--- src/rtl/gcd_controller.sv ---
// rtl/gcd_controller.sv - control FSM for a subtractive GCD datapath
//
// Sequences operand loads from the shared data_in bus into datapath registers
// A and B, then steers the subtract/compare loop from the gt/lt/eq status until
// the registers match. An iteration watchdog aborts runs that never converge.
//
// Ports:
//   clk, rst_n        clock (rising edge), asynchronous active-low reset
//   start             begin a run (only honoured in IDLE)
//   in_valid/in_ready operand handshake on data_in (A first, then B)
//   gt, lt, eq        datapath compare of A against B
//   ldA, ldB          register load enables (never both high)
//   sel1, sel2        subtractor minuend / subtrahend select (0 = A, 1 = B)
//   sel_in            register bus source (1 = data_in, 0 = subtractor)
//   busy              run in progress (operand load and compute phases)
//   done, err         completion / watchdog abort, held until done_ack
//   done_ack          host consumed done/err
//   iter_count        subtract cycles used by the current or last run

module gcd_controller #(
  parameter int CNT_W    = 16,
  parameter int MAX_ITER = 65535
) (
  input  logic             clk,
  input  logic             rst_n,
  input  logic             start,
  input  logic             in_valid,
  output logic             in_ready,
  input  logic             gt,
  input  logic             lt,
  input  logic             eq,
  output logic             ldA,
  output logic             ldB,
  output logic             sel1,
  output logic             sel2,
  output logic             sel_in,
  output logic             busy,
  output logic             done,
  output logic             err,
  input  logic             done_ack,
  output logic [CNT_W-1:0] iter_count
);

  typedef enum logic [2:0] {
    S_IDLE,
    S_LDA,
    S_LDB,
    S_CALC,
    S_DONE,
    S_ERR
  } state_t;

  localparam logic [CNT_W-1:0] ITER_MAX = CNT_W'(MAX_ITER);

  state_t state, state_nxt;
  logic   cnt_clr, cnt_inc;
  logic   at_max;

  assign at_max = (iter_count == ITER_MAX);

  always_ff @(posedge clk or negedge rst_n) begin
    if (!rst_n) begin
      state <= S_IDLE;
    end else begin
      state <= state_nxt;
    end
  end

  // Increment is only ever requested below ITER_MAX (CALC leaves for ERR at
  // the limit), so the counter saturates without a separate clamp.
  always_ff @(posedge clk or negedge rst_n) begin
    if (!rst_n) begin
      iter_count <= '0;
    end else if (cnt_clr) begin
      iter_count <= '0;
    end else if (cnt_inc) begin
      iter_count <= iter_count + 1'b1;
    end
  end

  always_comb begin
    state_nxt = state;
    in_ready  = 1'b0;
    ldA       = 1'b0;
    ldB       = 1'b0;
    sel1      = 1'b0;
    sel2      = 1'b0;
    sel_in    = 1'b0;
    busy      = 1'b0;
    done      = 1'b0;
    err       = 1'b0;
    cnt_clr   = 1'b0;
    cnt_inc   = 1'b0;

    unique case (state)
      S_IDLE: begin
        if (start) begin
          state_nxt = S_LDA;
          cnt_clr   = 1'b1;
        end
      end

      S_LDA: begin
        busy     = 1'b1;
        in_ready = 1'b1;
        sel_in   = 1'b1;
        ldA      = in_valid;
        if (in_valid) state_nxt = S_LDB;
      end

      S_LDB: begin
        busy     = 1'b1;
        in_ready = 1'b1;
        sel_in   = 1'b1;
        ldB      = in_valid;
        if (in_valid) state_nxt = S_CALC;
      end

      S_CALC: begin
        busy = 1'b1;
        // eq wins even at the iteration limit: a run that converges on its
        // last permitted subtract still reports done.
        if (eq) begin
          state_nxt = S_DONE;
        end else if (at_max) begin
          state_nxt = S_ERR;
        end else begin
          // An illegal all-zero status still burns an iteration so the
          // watchdog bounds a stuck datapath.
          cnt_inc = 1'b1;
          if (gt) begin
            ldA  = 1'b1;
            sel2 = 1'b1;
          end else if (lt) begin
            ldB  = 1'b1;
            sel1 = 1'b1;
          end
        end
      end

      S_DONE: begin
        done = 1'b1;
        if (done_ack) state_nxt = S_IDLE;
      end

      S_ERR: begin
        err = 1'b1;
        if (done_ack) state_nxt = S_IDLE;
      end

      default: state_nxt = S_IDLE;
    endcase
  end

endmodule

--- config.mk ---
export PLATFORM = sky130hd
export DESIGN_NAME = gcd_controller
export DESIGN_NICKNAME = d
export VERILOG_FILES = /design/src/rtl/gcd_controller.sv
export SDC_FILE = /design/constraint.sdc
export NUM_CORES = 1
export LEC_CHECK = 0
export ABC_CLOCK_PERIOD_IN_PS = 4200
export CAP_MARGIN = 40
export CELL_PAD_IN_SITES_DETAIL_PLACEMENT = 1
export CELL_PAD_IN_SITES_GLOBAL_PLACEMENT = 1
export CORE_MARGIN = 4
export CORE_UTILIZATION = 37
export DETAILED_ROUTE_END_ITERATION = 10
export GPL_ROUTABILITY_DRIVEN = 0
export PLACE_DENSITY_LB_ADDON = 0.25
export SETUP_SLACK_MARGIN = 0.15
export SYNTH_ARGS = -nofsm -noshare
export SYNTH_HDL_FRONTEND = slang
export SYNTH_SLANG_ARGS = --single-unit
--- constraint.sdc ---
create_clock -name clk -period 4.2 [get_ports clk]
set_clock_uncertainty 0.1 [all_clocks]
set_input_delay 0.84 -clock clk [delete_from_list [all_inputs] [get_ports clk]]
set_output_delay 0.84 -clock clk [all_outputs]
set_load 0.02 [all_outputs]
# Word level (Yosys, flattened, before mapping)
# Cells that the tools add are included.
# Widths: inputs -> output; s select.
# word_totals
mem_bits_ro	0
memories	0
mem_bits_rw	0
reg_bits	19
input_bits	8
elab_cells	49
latchBits	0
output_inout_bits	25
# classes
magnitude_cmp	0
muxes	29
add_sub_neg	1
shift	0
n_bitwise	0
eq_ne	11
reduce_logical	6
mul	0
n_div	0
# ops
cell	count
$mux 16	2
$mux 1	18
$mux 3	6
$add 16x1->16 const B	1
$eq 16x16->1 const B	1
$pmux 3 s5	1
$eq 3x2->1 const B	2
$eq 3x3->1 const B	2
$ne 2x2->1 const B	3
$reduce_and 5->1	1
$pmux 1 s2	2
$reduce_or 2->1	2
$eq 3x1->1 const B	1
$logic_not 3->1	1
$ne 3x3->1 const B	1
$reduce_or 3->1	1
$ne 2x1->1 const B	1
$reduce_bool 2->1	1

# Logic depth before layout (Yosys ltp)
# logic_depth
word_depth	6
ltp_mapped	7
mapped_depth_nobuf	6

# Least setup slack after synthesis
# Ideal clock, no wire load.
# synth_path
kind	input-to-output
from	input eq
to	output ldB
required_ns	3.260
path_buffers	1
arrival_time_ns	2.076
setup_slack_ns	1.184
stages	5
cell_sequence	and4bb_2 > nor2b_1 > buf_6 > a32oi_1 > nor3b_1
# synth_via
elab_chain_len	2
# synth_lines
element	line	source
from (decl)	31	input logic eq,
$mux 1	123	if (eq) begin
$pmux 1 s2	95	unique case (state)
to (decl)	33	output logic ldB,
# No other way between the ends.

# Final worst setup path
# Same ends and word-level chain as after synthesis.

==> flow_summary.ini <==
[run_status]
run_status = complete, no violations

[power_and_ir_drop]
pwr-share-seq_pct = 40.1
power_switching_mw = 0.2660
switching_share_of_power_pct = 41.08
p_int_mw = 0.3816
power.share.clock_pct = 15.2
power_leakage_nw = 0.6366
share_comb_of_total_power_pct = 44.7
powerDensity_mw_per_mm2 = 415.7
report.power.total_mw = 0.6476
vdd_ir_drop_max_v = 0.0001399

[timing]
rsz0062_at_grt = no
worst_slew_margin_rel_pct = 71.26
worst_hold_margin_ns = 0.4387
worst-slew-pin-transition_ns = 0.4297
max_slew_violation_count = 0
finalSetupViolCount = 0
finalWorstPathRequiredPeriod_ns = 3.814
final.period_utilization_pct = 90.81
final_hold_viol_count = 0
fin_tns_setup_ns = 0
achievable-frequency_mhz = 262.2

[critical_path]
critical-path-max-stage-delay_ns = 0.63
critical_path.n_buffers_inverters = 2
cp-start-kind = primary input
path_delay_family = buffers and inverters
r2r-start = state[2]
timing.critical_path.required_ns = 3.26
timing.setup.critical_path_class = in2out
critical_path_depth = 6
crit_path_start = eq
path_common_cell = sky130_fd_sc_hd__clkdlybuf4s50_1
timing.critical_path.arrival_ns = 2.87
crit_path_top_delay_cell = sky130_fd_sc_hd__clkdlybuf4s50_1
critPathCapture = ldB
reg2reg_setup_slack_ns = 2.31
r2r.worst_path.cells = 5
path_cells = clkdlybuf4s50_1 > and4bb_2 > nor2b_1 > a32oi_1 > nor3b_1 > clkdlybuf4s50_1
crit_path_max_fanout = 5
rr_endpoint = iter_count[13]
setup.worst_path.end_class = output port

[drt]
vias_per_cell = 5.097
drt_drc_violations_left = 0
detailedRoute.firstPassIterationCount = 4
first_iter_violations = 68
routedWlPerCell_um = 14.87
count_of_nets_left_with_antenna_violations_after_detail_routing = 0
drt_wl_total_mm = 3.078
via_count = 1055

[global_routing]
globalRouteOverflowTotal = 0
grt_start_max_net_pins = 15
grt_pass1_vias = 1060
grt_util_all_layers_pct = 15.92
first_pass_grt_wire_length_mm = 5.119
antenna_found_initial = 0

[yosys]
netlist.area_leader.share_pct = 40.55
synthesis.instances = 131
synthMostInstantiatedCell = sky130_fd_sc_hd__dfrtp_1
yosysTopAreaCell = sky130_fd_sc_hd__dfrtp_1
synth_seq_cells = 19
synth_area_mm2 = 0.001172
synth.top_cells.by_count = sky130_fd_sc_hd__dfrtp_1 (19), sky130_fd_sc_hd__nand2_1 (16), sky130_fd_sc_hd__nor2_1 (16)
synth_nets = 140
synth_ff_type = sky130_fd_sc_hd__dfrtp_1
number_of_flops_mapped_to_enable_cells_by_yosys = 0
postSynthAreaPerCell_um2 = 8.949
synth_seq_area_share_pct = 40.55
async_reset_ff_share_pct = 100.0
synth_cell_types = 38
yosysWarningCount = 0
yosys-top-cells-area = sky130_fd_sc_hd__dfrtp_1 (41%), sky130_fd_sc_hd__xnor2_1 (7.5%), sky130_fd_sc_hd__nand2_1 (5.1%), sky130_fd_sc_hd__nor2_1 (5.1%), sky130_fd_sc_hd__mux2i_1 (4.3%)

[cts]
skew_pair_late_insertion_delay_ns = 0.31
clock-root-buffer = sky130_fd_sc_hd__clkbuf_4
tritoncts = yes
tritoncts_num_sinks = 19
clock_tree.buffer_depth = 2
cts-htree-levels = 1
cts_hold_repair.buffers = 0
clk_transition_reported_paths_ns = 0.11
cts_repair_resize_count = 0
cts_setup_buffers = 0
clock_buffers_created_by_tritoncts = 3

[floorplanning]
design.portCount = 33
fp.dieArea_mm2 = 0.004133
die_x_um = 64.29
row_count = 20
die_height_um = 64.29
floorplan.initialDensity_pct = 38.40
coreArea_mm2 = 0.003053

[worst_hold_path]
worstHoldPathType = reg2reg
worstHoldPathCells = 1

[cells_and_area]
num_antenna_cells = 0
flow.area_growth_from_synthesis_pct = 32.87
layout-drive-gt1-share_pct = 6.748
final_nets = 173

[flow_run]
drv.max_cap_violation_count = 0

[placement]
dp.final_hpwl_mm = 2.337
numPortBuffers = 32
## flip-flops by register name (all words and copies together), names as in the netlist
signal,cells
state,3
iter_count,16
## area by class of cell
| type | count | area, um2 |
|---|---|---|
| Fill cell | 391 | 1495 |
| Multi-Input combinational cell | 102 | 639.4 |
| Sequential cell | 19 | 475.5 |
| Timing Repair Buffer | 35 | 350.3 |
| Tap cell | 44 | 55.05 |
| Clock buffer | 4 | 26.28 |
| Inverter | 3 | 11.26 |
## power groups by stage
stage / sequential (mW) / combinational, mW / clock, mW
floorplan: 0.237 / 0.205 / 0
global placement: 0.260 / 0.284 / 0
detailed placement: 0.261 / 0.292 / 0
CTS: 0.258 / 0.294 / 0.103
global route: 0.269 / 0.317 / 0.109
finish: 0.260 / 0.290 / 0.0981
## cell families after synthesis
group / count (synthesis) / synth area share [%]
AO/OA/AOI/OAI: 17 / 8.966
AND/OR/NAND/NOR: 69 / 32.76
multiplexers: 5 / 4.269
buffers and inverters: 10 / 4.909
flip-flops: 19 / 40.56
XOR/XNOR: 10 / 7.470
adder cells (fa/ha/maj): 1 / 1.067
## cells in the final DEF, fill, tap and decap left out, types with 2 or more instances in the layout
cell	instances
sky130_fd_sc_hd__nor3_1	5
sky130_fd_sc_hd__dfrtp_1	19
sky130_fd_sc_hd__nor2b_1	2
sky130_fd_sc_hd__xnor2_1	10
sky130_fd_sc_hd__mux2i_1	5
sky130_fd_sc_hd__clkbuf_4	3
sky130_fd_sc_hd__nor4_1	2
sky130_fd_sc_hd__and2_1	4
sky130_fd_sc_hd__o21ai_0	3
sky130_fd_sc_hd__buf_4	2
sky130_fd_sc_hd__nor2_1	16
sky130_fd_sc_hd__a211oi_1	2
sky130_fd_sc_hd__a21oi_1	6
sky130_fd_sc_hd__nand4_1	6
sky130_fd_sc_hd__nand2_1	16
sky130_fd_sc_hd__inv_1	3
sky130_fd_sc_hd__nand3b_1	3
sky130_fd_sc_hd__clkdlybuf4s50_1	32
sky130_fd_sc_hd__and3_1	2
sky130_fd_sc_hd__nand3_1	3
## worst min path at each step
stage	slack, ns	startpoint	to
floorplan	0.44	rst_n	iter_count[0]
global placement	0.40	iter_count[6]	iter_count[6]
detailed placement	0.43	iter_count[6]	iter_count[6]
CTS	0.44	iter_count[0]	iter_count[0]
global route	0.47	iter_count[0]	iter_count[0]
finish	0.44	iter_count[0]	iter_count[0]
## layer usage
layer	wire length (um)	global-route usage, %	up-vias
li1	-	-	525
met1	1433	20.17	501
met2	1459	25.90	24
met3	134	3.691	5
met4	51	6.596	0
met5	0	0	-
## metrics by stage
stage / util (%) / instances / setup slack (ns) / cell area (um2)
after detailed placement: 50.16 / 203 / 0.3938 / 1531
after global placement: 49.67 / 202 / 0.4385 / 1516
after floorplan: - / 131 / 1.184 / 1172
after global routing: 51.02 / 207 / 0.2829 / 1558
final: 51.02 / 207 / 0.3862 / 1558
after CTS: 51.02 / 207 / 0.3883 / 1558
(Power assumes the default switching activity.)
